[src/rtl/cpu_pkg.sv]
// -----------------------------------------------------------------------------
// cpu_pkg
// Shared types and default sizes for the picoMIPS pipeline control logic.
//   pipe_state_t     : sequencing FSM states (RUN / MUL_BUSY / SW_WAIT)
//   CPU_PC_WIDTH     : default program counter width
//   CPU_REG_ADDR_W   : default register index width
//   CPU_MUL_CYCLES   : default number of cycles a multiply occupies EX
// -----------------------------------------------------------------------------
package cpu_pkg;

    localparam int CPU_PC_WIDTH   = 6;
    localparam int CPU_REG_ADDR_W = 3;
    localparam int CPU_MUL_CYCLES = 4;

    typedef enum logic [1:0] {
        RUN      = 2'd0,
        MUL_BUSY = 2'd1,
        SW_WAIT  = 2'd2
    } pipe_state_t;

endpackage : cpu_pkg

[src/rtl/pipe_ctrl_sw_sync.sv]
// -----------------------------------------------------------------------------
// sw_sync
// Brings the asynchronous SW8 switch into the clock domain and produces a
// level plus a one-cycle rising-edge pulse.
// Optional build macro: PIPE_CTRL_DEBOUNCE_EN adds a stable-count debouncer
// behind the synchroniser.
// Ports:
//   clk     in  system clock
//   reset   in  asynchronous active-low reset
//   sw_i    in  raw switch input (asynchronous)
//   level_o out synchronised (optionally debounced) level
//   rise_o  out high for the cycle in which level_o is 1 and was 0 before
// -----------------------------------------------------------------------------
module sw_sync #(
    parameter int SYNC_STAGES     = 2,
    parameter int DEBOUNCE_CYCLES = 16
) (
    input  logic clk,
    input  logic reset,
    input  logic sw_i,
    output logic level_o,
    output logic rise_o
);

    if (SYNC_STAGES < 2) begin : g_bad_sync
        $error("sw_sync: SYNC_STAGES must be >= 2");
    end
    if (DEBOUNCE_CYCLES < 1) begin : g_bad_deb
        $error("sw_sync: DEBOUNCE_CYCLES must be >= 1");
    end

    logic [SYNC_STAGES-1:0] sync_q;
    logic                   synced;
    logic                   level;
    logic                   prev_q;

    always_ff @(posedge clk or negedge reset) begin
        if (!reset) begin
            sync_q <= '0;
        end else begin
            sync_q <= {sync_q[SYNC_STAGES-2:0], sw_i};
        end
    end

    assign synced = sync_q[SYNC_STAGES-1];

`ifdef PIPE_CTRL_DEBOUNCE_EN
    localparam int DW = $clog2(DEBOUNCE_CYCLES + 1);

    logic          level_q;
    logic [DW-1:0] deb_cnt_q;

    // The level follows the synchronised input only after it has disagreed
    // for DEBOUNCE_CYCLES consecutive cycles; any agreement restarts the count.
    always_ff @(posedge clk or negedge reset) begin
        if (!reset) begin
            level_q   <= 1'b0;
            deb_cnt_q <= '0;
        end else if (synced != level_q) begin
            if (deb_cnt_q == DW'(DEBOUNCE_CYCLES - 1)) begin
                level_q   <= synced;
                deb_cnt_q <= '0;
            end else begin
                deb_cnt_q <= deb_cnt_q + 1'b1;
            end
        end else begin
            deb_cnt_q <= '0;
        end
    end

    assign level = level_q;
`else
    assign level = synced;
`endif

    always_ff @(posedge clk or negedge reset) begin
        if (!reset) begin
            prev_q <= 1'b0;
        end else begin
            prev_q <= level;
        end
    end

    assign level_o = level;
    assign rise_o  = level & ~prev_q;

endmodule : sw_sync

[src/rtl/pipe_ctrl.sv]
// -----------------------------------------------------------------------------
// pipe_ctrl
// Pipeline sequencing controller for the picoMIPS IF/ID/EX/WB datapath.
// Arbitrates branch redirect > multiply occupancy > RAW hazard > WAIT-on-SW8
// and drives PC / IF-ID / ID-EX / EX control, plus a saturating stall counter.
// Optional build macro: PIPE_CTRL_DEBOUNCE_EN (debounced SW8, see sw_sync).
// Ports:
//   clk, reset              clock, asynchronous active-low reset
//   sw8_in                  raw SW8 switch
//   id_valid, id_rs, id_rt, id_uses_rs, id_uses_rt, id_is_wait   ID info
//   ex_wr_en, ex_rd, ex_is_mul, ex_branch_taken, ex_branch_target EX info
//   pc_stall, pc_sel, pc_target                PC control
//   if_id_stall, if_id_flush                   IF/ID control
//   id_ex_bubble, ex_hold                      ID/EX and EX control
//   sw8_sync, state_o, stall_cycles            debug / status
// -----------------------------------------------------------------------------
module pipe_ctrl
    import cpu_pkg::*;
#(
    parameter int PC_WIDTH        = CPU_PC_WIDTH,
    parameter int REG_ADDR_WIDTH  = CPU_REG_ADDR_W,
    parameter int MUL_CYCLES      = CPU_MUL_CYCLES,
    parameter int SYNC_STAGES     = 2,
    parameter int DEBOUNCE_CYCLES = 16
) (
    input  logic                      clk,
    input  logic                      reset,
    input  logic                      sw8_in,
    input  logic                      id_valid,
    input  logic [REG_ADDR_WIDTH-1:0] id_rs,
    input  logic [REG_ADDR_WIDTH-1:0] id_rt,
    input  logic                      id_uses_rs,
    input  logic                      id_uses_rt,
    input  logic                      id_is_wait,
    input  logic                      ex_wr_en,
    input  logic [REG_ADDR_WIDTH-1:0] ex_rd,
    input  logic                      ex_is_mul,
    input  logic                      ex_branch_taken,
    input  logic [PC_WIDTH-1:0]       ex_branch_target,
    output logic                      pc_stall,
    output logic                      pc_sel,
    output logic [PC_WIDTH-1:0]       pc_target,
    output logic                      if_id_stall,
    output logic                      if_id_flush,
    output logic                      id_ex_bubble,
    output logic                      ex_hold,
    output logic                      sw8_sync,
    output logic [1:0]                state_o,
    output logic [15:0]               stall_cycles
);

    if (MUL_CYCLES < 2) begin : g_bad_mul
        $error("pipe_ctrl: MUL_CYCLES must be >= 2");
    end

    localparam int CNT_W = (MUL_CYCLES > 2) ? $clog2(MUL_CYCLES - 1) : 1;

    pipe_state_t      state_q, state_d;
    logic [CNT_W-1:0] cnt_q, cnt_d;
    logic [15:0]      stall_q;
    logic             sw8_rise;
    logic             raw_hit;

    sw_sync #(
        .SYNC_STAGES    (SYNC_STAGES),
        .DEBOUNCE_CYCLES(DEBOUNCE_CYCLES)
    ) u_sw_sync (
        .clk    (clk),
        .reset  (reset),
        .sw_i   (sw8_in),
        .level_o(sw8_sync),
        .rise_o (sw8_rise)
    );

    // Register 0 is hard-wired zero, so a write to it never creates a hazard.
    assign raw_hit = id_valid & ex_wr_en & (ex_rd != '0) &
                     ((id_uses_rs & (id_rs == ex_rd)) |
                      (id_uses_rt & (id_rt == ex_rd)));

    always_comb begin
        state_d      = state_q;
        cnt_d        = cnt_q;
        pc_stall     = 1'b0;
        pc_sel       = 1'b0;
        pc_target    = '0;
        if_id_stall  = 1'b0;
        if_id_flush  = 1'b0;
        id_ex_bubble = 1'b0;
        ex_hold      = 1'b0;

        case (state_q)
            RUN: begin
                if (ex_branch_taken) begin
                    // ID is flushed, so any hazard or WAIT there is moot.
                    pc_sel       = 1'b1;
                    pc_target    = ex_branch_target;
                    if_id_flush  = 1'b1;
                    id_ex_bubble = 1'b1;
                end else if (ex_is_mul) begin
                    ex_hold     = 1'b1;
                    pc_stall    = 1'b1;
                    if_id_stall = 1'b1;
                    state_d     = MUL_BUSY;
                    cnt_d       = CNT_W'(MUL_CYCLES - 2);
                end else if (raw_hit) begin
                    pc_stall     = 1'b1;
                    if_id_stall  = 1'b1;
                    id_ex_bubble = 1'b1;
                end else if (id_valid && id_is_wait) begin
                    pc_stall     = 1'b1;
                    if_id_stall  = 1'b1;
                    id_ex_bubble = 1'b1;
                    state_d      = SW_WAIT;
                end
            end
            MUL_BUSY: begin
                if (cnt_q != '0) begin
                    ex_hold     = 1'b1;
                    pc_stall    = 1'b1;
                    if_id_stall = 1'b1;
                    cnt_d       = cnt_q - 1'b1;
                end else begin
                    state_d = RUN;
                end
            end
            SW_WAIT: begin
                // Only a fresh edge releases; a level already high on entry
                // produced its edge before we got here.
                if (sw8_rise) begin
                    state_d = RUN;
                end else begin
                    pc_stall     = 1'b1;
                    if_id_stall  = 1'b1;
                    id_ex_bubble = 1'b1;
                end
            end
            default: begin
                state_d = RUN;
            end
        endcase

        // Outputs are forced quiet while reset is asserted.
        if (!reset) begin
            pc_stall     = 1'b0;
            pc_sel       = 1'b0;
            pc_target    = '0;
            if_id_stall  = 1'b0;
            if_id_flush  = 1'b0;
            id_ex_bubble = 1'b0;
            ex_hold      = 1'b0;
        end
    end

    always_ff @(posedge clk or negedge reset) begin
        if (!reset) begin
            state_q <= RUN;
            cnt_q   <= '0;
            stall_q <= '0;
        end else begin
            state_q <= state_d;
            cnt_q   <= cnt_d;
            if (pc_stall && (stall_q != 16'hFFFF)) begin
                stall_q <= stall_q + 16'd1;
            end
        end
    end

    assign state_o      = state_q;
    assign stall_cycles = stall_q;

endmodule : pipe_ctrl
[config.mk]
export PLATFORM = sky130hd
export DESIGN_NAME = pipe_ctrl
export DESIGN_NICKNAME = d
export VERILOG_FILES = /design/src/rtl/cpu_pkg.sv /design/src/rtl/pipe_ctrl_sw_sync.sv /design/src/rtl/pipe_ctrl.sv
export SDC_FILE = /design/constraint.sdc
export NUM_CORES = 1
export LEC_CHECK = 0
export BUFFER_PORTS_ARGS = -buffer_cell sky130_fd_sc_hd__buf_2
export CAP_MARGIN = 20
export CORE_MARGIN = 1.5
export CORE_UTILIZATION = 50
export DETAILED_ROUTE_END_ITERATION = 10
export PLACE_DENSITY = 0.82
export REMOVE_ABC_BUFFERS = 1
export SETUP_SLACK_MARGIN = 0.02
export SLEW_MARGIN = 40
export SYNTH_ARGS = -nofsm -noshare
export SYNTH_HDL_FRONTEND = slang
export SYNTH_HIERARCHICAL = 1
export SYNTH_SLANG_ARGS = --single-unit
[constraint.sdc]
create_clock -name clk -period 5.7 [get_ports clk]
set_clock_uncertainty 0.05 [all_clocks]
set_input_delay 0.285 -clock clk [delete_from_list [all_inputs] [get_ports clk]]
set_output_delay 0.285 -clock clk [all_outputs]
set_load 0.005 [all_outputs]
After elaboration in Yosys (flattened, before gate mapping)
Index checks and enable logic that the tools add are counted.

operators by class
  add/subtract/negate cells = 2
  equal/unequal tests = 12
  muxes and demuxes = 33
  bitwise logic cells = 8
  reductions and logical operators = 8

operator list
  kind                   number
  $mux 2                 9
  $mux 6                 3
  $add 16x1->16 const B  1
  $mux 1                 16
  $ne 16x16->1 const B   1
  $ne 2x2->1 const B     5
  $and 1x1->1            6
  $eq 3x3->1             2
  $ne 3x3->1 const B     2
  $pmux 2 s3             1
  $reduce_and 5->1       1
  $pmux 1 s2             2
  $pmux 2 s2             1
  $reduce_and 4->1       1
  $reduce_bool 2->1      2
  $pmux 1 s3             1
  $reduce_bool 3->1      1
  $eq 2x1->1 const B     1
  $eq 2x2->1 const B     1
  $logic_and 1x1->1      2
  $logic_not 2->1        1
  $sub 2x1->2 const B    1
  $not 1->1              1
  $or 1x1->1             1

storage, ports and cells
  register bits after elaboration = 23
  bits of input ports = 25
  output and inout port bits = 31
  logic and storage cells = 68

Longest topological paths before layout
  depth in word-level cells = 10
  gate-level depth with buffers = 9
  mapped depth without buffers = 8

Cells and area by module
The synthesis kept the hierarchy.

by module, submodules not included
  module     instances  cells an instance  area an instance (um^2)  seq. area each (um^2)
  pipe_ctrl  1          123                1248.7                   500.5
  sw_sync    1          4                  88.8                     75.1

Worst setup path before layout
Ideal clock, no wire load.

  path kind = reg2reg
  start point = register cnt_q[0]
  end point = register stall_q[1] (netlist: stall_cycles[1])
  library setup time = 0.128 ns
  arrival time = 1.836 ns
  required time = 5.522 ns
  setup slack = 3.686 ns
  cell stages (with the launch flop) = 9
  path buffers = 1
  period minus slack after synthesis = 2.014 ns
  cells stage by stage = dfrtp_1 inv_1 ha_1 and2b_1 and2b_1 nor4_2 a21bo_2 buf_6 mux2_1

between the ends
  longest elaborated chain between the ends = 5

RTL lines
  element                 line              RTL
  start, declared         pipe_ctrl.sv:59   logic [CNT_W-1:0] cnt_q, cnt_d;
  start signal, assigned  pipe_ctrl.sv:161  cnt_q <= cnt_d;
  $reduce_bool 2->1       pipe_ctrl.sv:117  if (cnt_q != '0) begin
  $mux 1                  pipe_ctrl.sv:117
  $pmux 1 s3              pipe_ctrl.sv:91   case (state_q)
  $mux 1                  pipe_ctrl.sv:143  if (!reset) begin
  $logic_and 1x1->1       pipe_ctrl.sv:162  if (pc_stall && (stall_q != 16'hFFFF)) begin
  end signal, assigned    pipe_ctrl.sv:163  stall_q <= stall_q + 16'd1;
  end, declared           pipe_ctrl.sv:60   logic [15:0] stall_q;

No other way between the ends.
A chain may end at the register's enable or synchronous reset.

Final worst setup path
  start point = input port reset
  end point = output port pc_target[0]

between the ends
  longest elaborated chain between the ends = 1

RTL lines
  element          line              RTL
  start, declared  pipe_ctrl.sv:27   input logic reset,
  $mux 6           pipe_ctrl.sv:143
  end, declared    pipe_ctrl.sv:42   output logic [PC_WIDTH-1:0] pc_target,

No other way between the ends.

==> summary.txt <==
Timing
  • Worst-margin pin slew: between 700 and 800 ps
  • Final hold viol count: 0
  • Fmax: between 0.3 and 0.4 GHz
  • Min Tclk post-route: 2610 ps
  • Worst hold slack: 20.0 ps
  • Post-route clock period utilization: roughly 46%
  • Post-route setup TNS: 0 ps
  • Relative slew slack: 49.3%
  • Pins Over Slew Limit: 0
  • RSZ-0062 raised after global routing: no
  • Final setup violation count: 0

Critical path
  • Worst setup SP type: primary input
  • WP data arrival: around 2300 ps
  • Crit. Startpoint: reset
  • Launching point of the worst reg2reg path: cnt_q[0]
  • CP Max Fanout: 27
  • Crit end category: output port
  • Worst EP required: 5370 ps
  • Crit path kind: in2out

Finish
  • Commonest non-fill, non-tap cell in the layout: buf_2
  • Multi-input gate area: 719 um2
  • Share of cells above drive strength 1: about two fifths
  • Area growth, synth to finish: 23.8%
  • Most frequent cells in the layout: buf_2 (55), dfrtp_1 (23), nor2_1 (11)
  • Layout net count: 211
  • Ant diodes: 0
  • Fill cell count: 212
  • Final std cells w/o fill: 213
  • Register Area: between 500 and 600 um2

Power and ir drop
  • Peak VDD IR: 255 uV
  • Pwr per Cell Area: between 200 and 300 nW/um2
  • Leak: 0.848 nW

Routing
  • Vias: 1165
  • Max Used Layer: met4
  • Met3 WL: 161 um
  • DR iter-0 viols: 16
  • DRT antenna net count: 0
  • Met1 wire length: 1.11 mm
  • Vias per inst: 5.47
  • DRC: 0
  • Met2 wire length: 1.53 mm
  • WL/cell: 13.4 um
  • Pre-Repair DR Iteration Count: 4
  • Drt total wl: 2.84 mm

Clock tree
  • Clock transition at the registers of the reported paths: between 100 and 150 ps
  • CTS buffer count: 3
  • Clk root buf: clkbuf_4
  • # resized after CTS: 0
  • CTS tree: done
  • Clock sinks: 23
  • Max Buffers Root-to-Sink: 2
  • Clk Latency, worst-skew pair: 310 ps
  • H-tree levels: 1

Synth
  • Synth Cell Area: 1340 um2
  • YS warnings: 6
  • Sequential area share after synthesis: a little over two fifths
  • Flops & latches, synth: 23
  • Average size of a mapped cell: between 10 and 15 um2
  • Synthesized instance count: 127
  • Synth cell types: 40

Floorplanning
  • Initial core utilization: 53.5%
  • Die area: about 3000 um2
  • # rows: 18
  • IO Pins: 56
  • Die H: around 55 um
  • Die Width: 54.7 um
  • Core Area: 2500 um2

Global routing
  • Initial antenna violation count: 0
  • First-pass GRT wire length: 4.49 mm
  • Vias in the first global route: 1101
  • Total gr overflow: 0
  • Largest net degree at the start of global routing: 28
  • Total track usage: 20.9%

Run
  • Max-cap viol count: 0

Place
  • Final GP Congestion: 0.862
  • DP HPWL: roughly 2.3 mm
  • Inst Count DP: 208
  • I/O Buffers: 55

Min path
  • Hold path startpoint: sw8_in
  • Worst Hold Class: in2reg

Run status
  • Outcome: complete, no violations
==> path summary, 6_finish.rpt <==
check | end | slack (ps) | cells after the start
min in group asynchronous | stall_cycles[0] | 430 | 2
max | pc_target[0] | 3090 | 5
max reg2reg | stall_cycles[1] | 3480 | 7
min | u_sw_sync/sync_q[0] | 20 | 1
max in group asynchronous | stall_cycles[11] | 4800 | 2
min reg2reg | u_sw_sync/sync_q[1] | 320 | 0
==> cell type report <==
cell class	instances	area share [%]
clock buffer	4	1.59
inverter	3	0.680
multi-input combinational	97	43.5
sequential	23	34.8
tap	30	2.27
timing repair buffer	56	17.2
==> power by group <==
part	switching [mW]	internal [mW]	total (mW)
sequential	0.0412	0.194	0.235
clock	0.0472	0.0274	0.0746
combinational	0.0954	0.0833	0.179
total	0.184	0.305	0.489
==> cell usage after synthesis <==
cell | count | area, um2
and4_1 | 1 | 8.76
and3_1 | 2 | 12.5
nand2b_1 | 2 | 12.5
nand4_1 | 5 | 31.3
nor3_2 | 4 | 40.0
xor2_1 | 8 | 70.1
dfrtp_1 | 23 | 576
a31oi_1 | 2 | 12.5
and2_1 | 8 | 50.1
and3_4 | 1 | 11.3
a21bo_2 | 1 | 10.0
nand3_1 | 7 | 35.0
nand2_1 | 6 | 22.5
and2b_1 | 2 | 15.0
nor2b_1 | 1 | 6.26
nor3b_1 | 1 | 7.51
buf_6 | 1 | 11.3
a21o_1 | 1 | 7.51
ha_1 | 2 | 25.0
nor2_1 | 11 | 41.3
nor4bb_1 | 1 | 10.0
a2111oi_2 | 1 | 15.0
a21oi_1 | 5 | 25.0
nor4_4 | 1 | 21.3
mux2_2 | 1 | 11.3
buf_4 | 2 | 15.0
a41o_1 | 1 | 10.0
nor4_2 | 1 | 12.5
a21boi_0 | 1 | 7.51
o21ai_0 | 3 | 15.0
o311ai_0 | 1 | 8.76
a21oi_4 | 1 | 16.3
o311ai_2 | 1 | 16.3
nand4b_1 | 1 | 8.76
buf_2 | 1 | 5.00
inv_1 | 3 | 11.3
mux2_1 | 1 | 11.3
nor2b_4 | 1 | 13.8
xnor2_1 | 10 | 87.6
and4b_1 | 1 | 10.0
==> cells by family after synthesis <==
| kind of cell | after synthesis | share of synthesized area, % |
|---|---|---|
| xor gates and xnor gates | 18 | 11.8 |
| muxes | 2 | 1.68 |
| adders and majority gates | 2 | 1.87 |
| and+or+nand+nor | 57 | 27.7 |
| AOI/OAI and AO/OA | 18 | 10.8 |
| buffers and inverters | 7 | 3.18 |
| DFF | 23 | 43.0 |
==> worst max-delay path, stage by stage <==
cell and delay (ps):
dlygate4sd3_1 520, buf_2 470, nor4bb_1 660, and2_1 220
buf_2 110
==> layer usage <==
layer	vias to the layer above	GRT usage, %
met4	0	10.0
li1	559	-
met3	5	1.64
met2	39	39.9
met1	562	22.7
met5	-	0
==> metrics by stage <==
stage          power [mW]  instance area (um2)  utilization, %  worst slack (ps)
3_5_place_dp        0.417                 1620            64.8              3500
2_1_floorplan       0.340                 1310               -              3660
5_1_grt             0.527                 1660            66.2              2850
3_3_place_gp        0.403                 1620            64.8              3590
4_1_cts             0.492                 1660            66.2              3030
6_report            0.489                 1660            66.2              3090
==> state kept, by name, summed over array words and instances, names as in the netlist <==
| signal | count |
|---|---|
| stall_cycles | 16 |
| cnt_q | 2 |
| state_o | 2 |
| u_sw_sync/sync_q | 2 |
| u_sw_sync/prev_q | 1 |
==> timing repair <==
action	4_1_cts	5_1_grt
buffers inserted	0	0
setup endpoints to repair	0	0
hold buffers	1	0
hold endpoints to repair	23	0
Note: power is estimated with default switching activity, not from simulation.
